--- src/rtl/mips_pkg.sv ---
// Shared definitions for the 5-stage MIPS core: control-bundle bit positions,
// primary opcodes and default datapath widths.
package mips_pkg;

  // Default datapath widths
  localparam int DATA_W     = 32;
  localparam int REG_ADDR_W = 5;
  localparam int CTRL_W     = 10;
  localparam int CNT_W      = 16;

  // Bit positions inside the decoder control bundle
  localparam int CTRL_REGWRITE = 0;
  localparam int CTRL_MEMTOREG = 1;
  localparam int CTRL_MEMWRITE = 2;
  localparam int CTRL_MEMREAD  = 3;
  localparam int CTRL_ALUSRC   = 4;
  localparam int CTRL_ALUOP_LO = 5;
  localparam int CTRL_ALUOP_HI = 6;
  localparam int CTRL_REGDST   = 7;
  localparam int CTRL_BRANCH   = 8;
  localparam int CTRL_JUMP     = 9;

  // Primary opcodes (instruction bits 31:26)
  localparam logic [5:0] OP_RTYPE = 6'd0;
  localparam logic [5:0] OP_J     = 6'd2;
  localparam logic [5:0] OP_BEQ   = 6'd4;
  localparam logic [5:0] OP_LW    = 6'd35;
  localparam logic [5:0] OP_SW    = 6'd43;

endpackage

--- src/rtl/load_use_detect.sv ---
// Combinational load-use hazard term: an instruction in EX that loads into
// a register the ID instruction is about to read. Shared with the IF/ID stage.
module load_use_detect #(
  parameter int REG_ADDR_W = mips_pkg::REG_ADDR_W
) (
  input  logic                  ex_valid,
  input  logic                  ex_mem_read,
  input  logic [REG_ADDR_W-1:0] ex_rt,
  input  logic                  id_valid,
  input  logic [REG_ADDR_W-1:0] id_rs,
  input  logic [REG_ADDR_W-1:0] id_rt,
  input  logic                  id_alu_src,
  input  logic                  id_mem_write,
  output logic                  hazard
);

  logic rt_used;
  logic rs_match;
  logic rt_match;

  // rt is a source for R-type/branch (AluSrc=0) and as store data (MemWrite=1)
  assign rt_used  = !id_alu_src || id_mem_write;
  assign rs_match = (ex_rt == id_rs);
  assign rt_match = (ex_rt == id_rt) && rt_used;

  // $zero is never a real dependency, so rt=0 cannot trigger a stall
  assign hazard = ex_valid && ex_mem_read && (ex_rt != '0) && id_valid &&
                  (rs_match || rt_match);

endmodule

--- src/rtl/id_ex_stage.sv ---
// ID/EX pipeline register with load-use bubble insertion, flush and freeze.
// Optional macro ID_EX_PERF_CNT_EN adds saturating bubble/flush counters.
module id_ex_stage #(
  parameter int DATA_W     = mips_pkg::DATA_W,
  parameter int REG_ADDR_W = mips_pkg::REG_ADDR_W,
  parameter int CTRL_W     = mips_pkg::CTRL_W,
  parameter int CNT_W      = mips_pkg::CNT_W
) (
  input  logic                  clk,
  input  logic                  rst_n,
  input  logic [CTRL_W-1:0]     ctrl_i,
  input  logic                  id_valid_i,
  input  logic [DATA_W-1:0]     rd1_i,
  input  logic [DATA_W-1:0]     rd2_i,
  input  logic [DATA_W-1:0]     imm_i,
  input  logic [DATA_W-1:0]     pc4_i,
  input  logic [REG_ADDR_W-1:0] rs_i,
  input  logic [REG_ADDR_W-1:0] rt_i,
  input  logic [REG_ADDR_W-1:0] rd_i,
  input  logic                  flush_i,
  input  logic                  hold_i,
  output logic [CTRL_W-1:0]     ctrl_o,
  output logic                  valid_o,
  output logic [DATA_W-1:0]     rd1_o,
  output logic [DATA_W-1:0]     rd2_o,
  output logic [DATA_W-1:0]     imm_o,
  output logic [DATA_W-1:0]     pc4_o,
  output logic [REG_ADDR_W-1:0] rs_o,
  output logic [REG_ADDR_W-1:0] rt_o,
  output logic [REG_ADDR_W-1:0] rd_o,
  output logic                  stall_o
`ifdef ID_EX_PERF_CNT_EN
  ,
  output logic [CNT_W-1:0]      bubble_cnt_o,
  output logic [CNT_W-1:0]      flush_cnt_o
`endif
);

  logic              hazard;
  logic [CTRL_W-1:0] ctrl_next;
  logic              valid_next;

  load_use_detect #(
    .REG_ADDR_W (REG_ADDR_W)
  ) u_load_use_detect (
    .ex_valid     (valid_o),
    .ex_mem_read  (ctrl_o[mips_pkg::CTRL_MEMREAD]),
    .ex_rt        (rt_o),
    .id_valid     (id_valid_i),
    .id_rs        (rs_i),
    .id_rt        (rt_i),
    .id_alu_src   (ctrl_i[mips_pkg::CTRL_ALUSRC]),
    .id_mem_write (ctrl_i[mips_pkg::CTRL_MEMWRITE]),
    .hazard       (hazard)
  );

  // A dead (flushed) or frozen ID instruction must not hold the front end
  assign stall_o = hazard && !flush_i && !hold_i;

  // Next control/valid for the EX register, flush > hold > bubble > load
  always_comb begin
    // NOTE: every combinationally assigned variable gets a default first so
    // no path through the block leaves it unassigned and infers a latch.
    ctrl_next  = ctrl_o;
    valid_next = valid_o;
    if (flush_i) begin
      ctrl_next  = '0;
      valid_next = 1'b0;
    end else if (hold_i) begin
      ctrl_next  = ctrl_o;
      valid_next = valid_o;
    end else if (hazard) begin
      ctrl_next  = '0;
      valid_next = 1'b0;
    end else begin
      // The select keeps undriven decoder bits of empty slots out of EX
      ctrl_next  = id_valid_i ? ctrl_i : '0;
      valid_next = id_valid_i;
    end
  end

  // Control and valid registers
  always_ff @(posedge clk or negedge rst_n) begin
    // NOTE: sequential state uses non-blocking assignments so every register
    // samples pre-edge values regardless of statement order.
    if (!rst_n) begin
      ctrl_o  <= '0;
      valid_o <= 1'b0;
    end else begin
      ctrl_o  <= ctrl_next;
      valid_o <= valid_next;
    end
  end

  // Operand and specifier registers, frozen only by hold_i
  always_ff @(posedge clk or negedge rst_n) begin
    // NOTE: the data fields are reset too; they are visible ports and rt_o
    // feeds the hazard compare, so they must not start out unknown.
    if (!rst_n) begin
      rd1_o <= '0;
      rd2_o <= '0;
      imm_o <= '0;
      pc4_o <= '0;
      rs_o  <= '0;
      rt_o  <= '0;
      rd_o  <= '0;
    end else if (flush_i || !hold_i) begin
      rd1_o <= rd1_i;
      rd2_o <= rd2_i;
      imm_o <= imm_i;
      pc4_o <= pc4_i;
      rs_o  <= rs_i;
      rt_o  <= rt_i;
      rd_o  <= rd_i;
    end
  end

`ifdef ID_EX_PERF_CNT_EN
  logic bubble_evt;
  logic flush_evt;

  assign bubble_evt = hazard && !flush_i && !hold_i;
  assign flush_evt  = flush_i && id_valid_i && !hold_i;

  // Saturating event counters, paused while EX is frozen
  always_ff @(posedge clk or negedge rst_n) begin
    if (!rst_n) begin
      bubble_cnt_o <= '0;
      flush_cnt_o  <= '0;
    end else begin
      if (bubble_evt && (bubble_cnt_o != '1)) begin
        bubble_cnt_o <= bubble_cnt_o + 1'b1;
      end
      if (flush_evt && (flush_cnt_o != '1)) begin
        flush_cnt_o <= flush_cnt_o + 1'b1;
      end
    end
  end
`endif

endmodule
--- config.mk ---
export PLATFORM = sky130hd
export DESIGN_NAME = id_ex_stage
export DESIGN_NICKNAME = d
export VERILOG_FILES = /design/src/rtl/mips_pkg.sv /design/src/rtl/load_use_detect.sv /design/src/rtl/id_ex_stage.sv
export SDC_FILE = /design/constraint.sdc
export NUM_CORES = 1
export LEC_CHECK = 0
export ABC_AREA = 1
export CAP_MARGIN = 25
export CORE_MARGIN = 5
export CORE_UTILIZATION = 40
export DETAILED_ROUTE_END_ITERATION = 8
export PLACE_DENSITY = 0.81
export SKIP_CTS_REPAIR_TIMING = 1
export SYNTH_ARGS = -nofsm -noshare
export SYNTH_HDL_FRONTEND = slang
export SYNTH_SLANG_ARGS = --single-unit
export TNS_END_PERCENT = 20
--- constraint.sdc ---
create_clock -name clk -period 1.7 [get_ports clk]
set_input_delay 0.34 -clock clk [delete_from_list [all_inputs] [get_ports clk]]
set_output_delay 0.34 -clock clk [all_outputs]
set_load 0.03 [all_outputs]
==> results of run 1 <==
-- routing by layer --
metal | share of wire | up-vias | track usage
li1 | - | 2827 | -
met2 | 0.51 | 230 | 0.3634
met4 | 0.021 | 0 | 0.07429
met5 | 0 | - | 0
met3 | 0.088 | 28 | 0.08988
met1 | 0.38 | 2776 | 0.2544
-- state kept, by name, summed over array words and instances (netlist names) --
name     count
ctrl_o      10
imm_o       32
pc4_o       32
rd1_o       32
rd2_o       32
rd_o         5
rs_o         5
rt_o         5
valid_o      1
-- power by group --
part | internal, mW | leakage [nW] | total [mW] | switching (mW)
Clock | 2.33 | 0.287 | 3.81 | 1.49
Combinational | 0.989 | 4.62 | 2.25 | 1.26
Sequential | 3.96 | 1.85 | 4.13 | 0.167
-- area by class of cell --
cell class	count	area, um^2	area share
well taps	188	235.2	0.02208
inverters	27	103.9	0.009750
flip-flops and latches	154	3860	0.3624
clock buffers	18	439.2	0.04123
multi-input cells	507	1971	0.1850
repair buffers	347	3891	0.3653
clock inverters	12	151.4	0.01421
-- cells in the final DEF, fill, tap and decap left out, drive strengths merged, types with 2 or more instances in the layout --
| master | n |
|---|---|
| dlymetal6s2s | 155 |
| nand2 | 462 |
| bufinv | 3 |
| clkinvlp | 2 |
| nor2 | 19 |
| clkdlybuf4s50 | 155 |
| nand3 | 13 |
| o21ai | 9 |
| dfrtp | 154 |
| buf | 36 |
| clkbuf | 18 |
| clkinv | 7 |
| inv | 27 |
| nand4 | 2 |
-- worst max-delay path, delay by kind of cell (launching register included) --
family | cells | cell delay [ps]
buf+inv | 2 | 210
flops | 1 | 420
simple gates | 7 | 570
-- synth_stat cells --
| library cell | count |
|---|---|
| nor2_4 | 1 |
| buf_2 | 15 |
| inv_2 | 3 |
| o21ai_0 | 9 |
| nand2_1 | 462 |
| buf_4 | 1 |
| nand4_1 | 2 |
| nor3_1 | 1 |
| buf_6 | 1 |
| inv_1 | 24 |
| xnor2_1 | 1 |
| nor2_1 | 18 |
| nand3_1 | 13 |
| clkbuf_1 | 18 |
| dfrtp_1 | 154 |
-- worst max-delay path by stage --
stage,start,slack (ps),depth (start not counted),to
after floorplan,rt_o[3],7,9,stall_o
after global placement,rs_i[3],-290,10,stall_o
after detailed placement,rs_i[0],-300,10,stall_o
after CTS,rt_o[3],-350,9,stall_o
after global routing,rt_o[0],-370,8,stall_o
final,rt_o[3],-260,9,stall_o
-- metrics by stage --
step	setup WS (ps)	hold slack, ps
6_report	-256.5	275.0
5_1_grt	-371.7	281.7
4_1_cts	-354.5	-182.2
3_5_place_dp	-299.0	265.6
3_3_place_gp	-285.9	264.7
2_1_floorplan	7.180	44.41
-- cells by family after synthesis --
kind of cell / share of synthesized area
AND/OR/NAND/NOR: 0.3125
flip-flops: 0.6353
XOR/XNOR: 0.001444
AO/OA/AOI/OAI: 0.007425
buffers and inverters: 0.04332
==> flow_summary.ini, run 1 <==
[synth]
synth_area_leaders = dfrtp_1 (64%), nand2_1 (29%), inv_1 (1.5%)
syn-num-nets = 881
syn_area_per_cell_um2 = 8.390
netlist.area_leader.share = 0.6353
ys_warn_count = 0
ys_seq_area_frac = 0.6353
yosysUniqueCellTypes = 15
synth-seq-cells = 154
synthesis.area_um2 = 6066
yosysTopAreaCell = dfrtp_1
syn_inst = 723

[clock_tree]
clock_latency_ps = 410
numCtsBuffers = 17
clock-sinks = 154
clock-root-buffer = clkbuf_16
cts_buffer_depth = 2
cts.clk_slew.worst_paths_ps = 60
cts_tree = yes
htree_levels = 4

[pwr]
power_density_nw_per_um2 = 956.8
power.static_leakage_nw = 6.758
power_mw = 10.19
vdd_drop_max_uv = 637.0

[final_layout]
n_antenna_cell = 0
stdcell_area_um2 = 10650
final_layout_size_suffix_gt1_frac = 0.07793
area_growth_pct = 75.60
nets = 1212
fin_cells = 1253
finalCoreUtilization = 0.7085
fillers = 1089

[critical_path]
critPathArrivalTime_ps = 1620
regToRegEndpoint = ctrl_o[2]
ff2ff_path_depth = 9
cpMostUsedCell = nand2_1
crit_slowest_cell = dfrtp_2
r2r_start = rt_o[0]
slowest_delay_ps = 420
cp_max_fo = 5
rrSetupSlack_ps = 260
required_ps = 1360
startpoint_type = flip-flop
critPathKind = reg2out
critical_path.endpoint_type = output pin
cp_cell_sequence = inv_2 -> nand2_1 -> nand2_1 -> nor2_2 -> nand3_1 -> nand2_1 -> nand2_2 -> nor3_4 -> buf_6

[global_route]
grt_use_total = 0.2175
grt_overflow = 0
grt_max_degree = 50
grt_antenna_before_repair = 0
grt_pass1_wl_um = 30570
grt_pass1_vias = 5880

[worst_hold_path]
holdPathEnd = rs_o[0]
hold_start = rs_i[0]
holdPathStages = 3
worstHoldPathType = in2reg

[floorplanning]
fp.coreArea_um2 = 15030
start_util = 0.4035
io_pins = 313
dieArea_um2 = 17730
dieHeight_um = 133.1
num_rows = 45
fp.dieW_um = 133.1

[drt]
drt-initial-drc-count = 306
num_vias = 5861
drcViolationCount = 0
avgViaCountPerCell = 4.678
drtAntennaViolNets = 0
first_pass_iters = 5
routed_wl_um = 20220
wire_per_inst_um = 16.14

[placement]
place_hpwl_um = 14360
io_buffers = 312
place_congestion = 0.8333
place_inst = 1219
dpl_cell_area_um2 = 9627

[sta]
rsz0062_at_grt = yes
slew_violations = 0
finalWorstSetupSlack_ps = -256.5
period_share = 1.151
relSlewSlack = 0.4484
hold_violations = 0
worstMarginPinSlew_ps = 824.4
min_period_ps = 1957
tns_ps = -256.5
fmax_mhz = 511.1
setup_viol = 1
clock_skew_ps = 5.597

[outcome]
status = finished with violations
violations = negative setup slack

[run]
drv_cap = 0
Note: power is estimated with default switching activity, not from simulation.
==> run 2: changes to the inputs <==
--- a/config.mk
+++ b/config.mk
@@ -11,7 +11,6 @@
 export CORE_UTILIZATION = 40
 export DETAILED_ROUTE_END_ITERATION = 8
 export PLACE_DENSITY = 0.81
-export SKIP_CTS_REPAIR_TIMING = 1
 export SYNTH_ARGS = -nofsm -noshare
 export SYNTH_HDL_FRONTEND = slang
 export SYNTH_SLANG_ARGS = --single-unit
==> run 2 against run 1 <==
The flow still finishes with violations (negative setup slack). Largest power group unchanged. Hold slack improved by 110 ps. Sequential power barely moved. Global-route usage rose by 0.073 points. Cell area fell by 5.6%. Register-to-register slack got worse by 20 ps. First-iteration DRC count fell by 21%. Combinational power fell by 8%. Fmax fell by 0.86%. Critical endpoint unchanged. Clock skew fell by 0.91 ps. Non-clock buffer count fell by 1.
==> flow_summary.ini, run 2 (synthesis gave the netlist of run 1 again) <==
[global_route]
grt-busiest-layer = met2
grt_max_degree = 50
use_met3 = 0.09101
use_met1 = 0.2544
grt_antenna_before_repair = 0
gr-usage-met2 = 0.3640
grt_pass1_wl_um = 30690
grt_overflow = 0
grt_use_total = 0.2182
grt_pass1_vias = 5908

[worst_hold_path]
worstHoldPathType = in2async

[clock_tree]
clock_latency_ps = 410
cts_tree = yes
clock-root-buffer = clkbuf_16
htree_levels = 4
clock-sinks = 154
cts.clk_slew.worst_paths_ps = 60
numCtsBuffers = 17
cts_buffer_depth = 2

[final_layout]
final_layout_size_suffix_gt1_frac = 0.07613
layout_commonest_cell = nand2_1
n_antenna_cell = 0
fillers = 1258
final_cell_mix = nand2_1 (460), clkdlybuf4s50_1 (156), dlygate4sd2_1 (153)
area_growth_pct = 65.80
nets = 1211
stdcell_area_um2 = 10060

[outcome]
violations = negative setup slack
status = finished with violations

[pwr]
power_mw = 9.980
power.static_leakage_nw = 5.393
power_density_nw_per_um2 = 992.3
vdd_drop_max_uv = 639.5

[drt]
drcViolationCount = 0
num_vias = 5748
avgViaCountPerCell = 4.591
first_pass_iters = 4
routed_wl_um = 19160
wire_per_inst_um = 15.30
drt-initial-drc-count = 241
drtAntennaViolNets = 0

[floorplanning]
fp.coreArea_um2 = 15030
dieArea_um2 = 17730
dieHeight_um = 133.1
num_rows = 45
start_util = 0.4035
fp.dieW_um = 133.1
io_pins = 313

[sta]
worstMarginPinSlew_ps = 829.9
slew_violations = 0
finalWorstSetupSlack_ps = -273.5
hold_violations = 0
relSlewSlack = 0.4447
min_period_ps = 1974
clock_skew_ps = 4.682
setup_viol = 1
period_share = 1.161
rsz0062_at_grt = yes
fmax_mhz = 506.7

[critical_path]
critical_path.endpoint_type = output pin
required_ps = 1360
ff2ff_path_depth = 9
rrSetupSlack_ps = 240
critPathKind = in2out
regToRegEndpoint = ctrl_o[2]
cp_max_fo = 2
r2r_start = rt_o[0]
startpoint_type = input port
critPathArrivalTime_ps = 1630

[run]
drv_cap = 0

[placement]
place_hpwl_um = 14360
place_congestion = 0.8333
dp_slack_ps = -299.0
dpl_cell_area_um2 = 9627
io_buffers = 312
run 2: changes by cell type in the layout (fill, tap and decap cells not counted):
cell             before  now
clkdlybuf4s50_1     155  156
buf_4                25   24
dlygate4sd2_1         0  153
inv_2                 5    4
clkbuf_2              0    1
dlymetal6s2s_1      155    0
nor2_1               16   17
inv_1                21   22
nor2_2                2    1
run 2: critical path, cell delays in order:
cell and delay [ps]:
clkdlybuf4s50_1 470, inv_1 70, nand2_2 70, nand2_1 70, nor2_2 110, nand3_1 70, nand2_1 90, nand2_2 70
nor3_4 110, buf_6 150
run 2: cell type report:
type / count / area [um^2] / share of cell area
Sequential cell: 154 / 3860 / 0.3838
Timing Repair Buffer: 346 / 3299 / 0.3281
Multi-Input combinational cell: 507 / 1968 / 0.1957
Clock buffer: 18 / 439.2 / 0.04367
Tap cell: 188 / 235.2 / 0.02339
Clock inverter: 12 / 151.4 / 0.01505
Inverter: 27 / 103.9 / 0.01033
run 2: stage by stage:
step	setup TNS, ps	cells	util	hold WS, ps
after floorplan	0	723	-	44.41
after global placement	-2228	1219	0.6404	264.7
after detailed placement	-1940	1219	0.6404	265.6
after CTS	-290.0	1252	0.6689	395.4
after global routing	-384.9	1252	0.6690	404.0
final	-273.5	1252	0.6690	388.3
run 2: worst max path at each step:
stage / slack (ps) / from / depth (start not counted) / to
after floorplan: 7 / rt_o[3] / 9 / stall_o
after global placement: -290 / rs_i[3] / 10 / stall_o
after detailed placement: -300 / rs_i[0] / 10 / stall_o
after CTS: -290 / rt_o[3] / 9 / stall_o
after global routing: -380 / rt_o[3] / 9 / stall_o
final: -270 / rt_i[3] / 10 / stall_o
run 2: report_power, final:
group	total [mW]	internal (mW)	leakage, nW	switching (mW)
Combinational	2.06	0.821	3.25	1.24
Sequential	4.13	3.97	1.85	0.163
Clock	3.79	2.32	0.287	1.47
run 2: metal layers:
layer / wire [um] / part of all wire
met1: 7255 / 0.38
met2: 9510 / 0.50
met3: 1908 / 0.10
met4: 484 / 0.025
met5: 0 / 0
run 2: timing repair:
item	CTS	global route
setup endpoints to repair	155	2
buffers inserted	2	0
pin swaps	2	1
hold buffers	1	0
hold endpoints to repair	30	0
gates resized for setup	157	5
==> run 3: changes to the inputs <==
--- a/config.mk
+++ b/config.mk
@@ -10,6 +10,7 @@
 export CORE_MARGIN = 5
 export CORE_UTILIZATION = 40
 export DETAILED_ROUTE_END_ITERATION = 8
+export MAX_ROUTING_LAYER = met4
 export PLACE_DENSITY = 0.81
 export SYNTH_ARGS = -nofsm -noshare
 export SYNTH_HDL_FRONTEND = slang
==> run 3 against run 2 <==
The run still ends with negative setup slack left. Via count rose by 0.82%. Worst setup slack gained 8.4 ps. Total power about the same. Critical path depth down 2. Largest cell class unchanged. Wire length up 0.51%. Largest power group unchanged. First-iteration DRC count increased by 11%. Utilization unchanged. Clock skew hardly changed. Die area did not move.
==> flow_summary.ini, run 3 (synthesis gave the netlist of run 1 again) <==
[sta]
clock_skew_ps = 4.426
min_period_ps = 1965
finalWorstSetupSlack_ps = -265.1
relSlewSlack = 0.4450
hold_violations = 0
worstMarginPinSlew_ps = 829.4
whs_ps = 386.4
setup_viol = 1
period_share = 1.156
rsz0062_at_grt = yes
fmax_mhz = 508.9
slew_violations = 0

[pwr]
pwr-share-seq = 0.413
vdd_drop_max_uv = 636.7
power.switching_mw = 2.878
combPwrFrac = 0.207
p_int_mw = 7.110
power.static_leakage_nw = 5.392
p_clk_frac = 0.380
power_density_nw_per_um2 = 993.2
power_mw = 9.989
swShare = 0.2882

[drt]
drcViolationCount = 0
wire_per_inst_um = 15.38
drt-met1-wl_um = 7637
wl_met3_um = 1525
avgViaCountPerCell = 4.629
dr_wl_met2_um = 9562
highest_layer = met4
drt-initial-drc-count = 267
routed_wl_um = 19260
first_pass_iters = 5
drtAntennaViolNets = 0
num_vias = 5795

[placement]
dp_slack_ps = -299.0
place_inst = 1219
place_congestion = 0.8461
place_hpwl_um = 14360
io_buffers = 312
dpl_cell_area_um2 = 9627

[final_layout]
n_antenna_cell = 0
area_growth_pct = 65.80
fin_cells = 1252
final_cell_mix = nand2_1 (460), clkdlybuf4s50_1 (156), dlygate4sd2_1 (153)
layout_commonest_cell = nand2_1
stdcell_area_um2 = 10060
final_layout_size_suffix_gt1_frac = 0.07707
fillers = 1258
nets = 1211

[critical_path]
critPathKind = reg2out
startpoint_type = flip-flop
regToRegEndpoint = ctrl_o[2]
crit_slowest_cell = dfrtp_2
slowest_delay_ps = 440
critical_path.endpoint_type = output pin
crit_buf_inv = 1
critPathArrivalTime_ps = 1630
critPathTopFamily = simple AND/OR/NAND/NOR gates
ff2ff_path_depth = 9
required_ps = 1360
r2r_start = rt_o[0]
cp_cell_sequence = nand2_2 -> nand2_1 -> nor2_2 -> nand3_1 -> nand2_1 -> nand2_2 -> nor3_4 -> buf_6
cp_max_fo = 4
rrSetupSlack_ps = 240

[outcome]
status = finished with violations
violations = negative setup slack

[floorplanning]
dieArea_um2 = 17730
start_util = 0.4035
fp.coreArea_um2 = 15030
fp.dieW_um = 133.1
num_rows = 45
dieHeight_um = 133.1
io_pins = 313

[global_route]
grt_pass1_vias = 5941
grt_use_total = 0.2242
grt_antenna_before_repair = 0
grt_pass1_wl_um = 30570
grt_max_degree = 50
grt_overflow = 0

[run]
drv_cap = 0

[clock_tree]
numCtsBuffers = 17
cts.clk_slew.worst_paths_ps = 60
clock_latency_ps = 410
htree_levels = 4
cts_buffer_depth = 2
clock-sinks = 154
clock-root-buffer = clkbuf_16
cts_tree = yes

[worst_hold_path]
worstHoldPathType = in2async
-- run 3: cell counts in the layout (fill, tap and decap cells not counted) --
No cell type changed its count.
-- run 3: power by group through the flow --
stage	Sequential [mW]	Combinational, mW	Clock, mW
CTS	4.13	2.09	3.87
detailed placement	4.20	2.28	0
global route	4.17	2.22	4.01
finish	4.13	2.06	3.80
global placement	4.19	2.25	0
floorplan	4.79	0.404	0
-- run 3: area by class of cell --
type,count,area [um^2],share of cell area
Tap cell,188,235.2,0.02339
Clock inverter,12,151.4,0.01505
Inverter,27,103.9,0.01033
Multi-Input combinational cell,507,1968,0.1957
Sequential cell,154,3860,0.3838
Timing Repair Buffer,346,3299,0.3281
Clock buffer,18,439.2,0.04367
-- run 3: metal layers --
metal  global-route usage  vias to the layer above
li1                     -                     2827
met1               0.2673                     2697
met2               0.3637                      233
met3              0.06344                       38
met4              0.08514                        0
met5                    -                        -
-- run 3: metrics by stage --
step / TNS, ps / util
4_1_cts: -290.0 / 0.6689
3_3_place_gp: -2228 / 0.6404
2_1_floorplan: 0 / -
3_5_place_dp: -1940 / 0.6404
5_1_grt: -378.8 / 0.6690
6_report: -265.1 / 0.6690
-- run 3: repair_timing --
item                                    CTS  global route
endpoints found under the hold margin    30             0
pin swaps                                 2             1
hold buffers                              1             0
endpoints found under the setup margin  155             2
resized for setup                       157             6
setup buffers                             2             0
-- run 3: worst register-to-register path, delay by kind of cell, from the launching register on --
kind          cells  cell delay (ps)
simple gates      6              560
buf+inv           3              390
flops             1              440
-- run 3: how the worst max path moves through the flow --
stage / cells past startpoint / from / endpoint / slack (ps)
4_1_cts: 9 / rt_o[3] / stall_o / -290
3_5_place_dp: 10 / rs_i[0] / stall_o / -300
3_3_place_gp: 10 / rs_i[3] / stall_o / -290
5_1_grt: 9 / rt_o[3] / stall_o / -380
6_report: 8 / rt_o[3] / stall_o / -270
2_1_floorplan: 9 / rt_o[3] / stall_o / 7
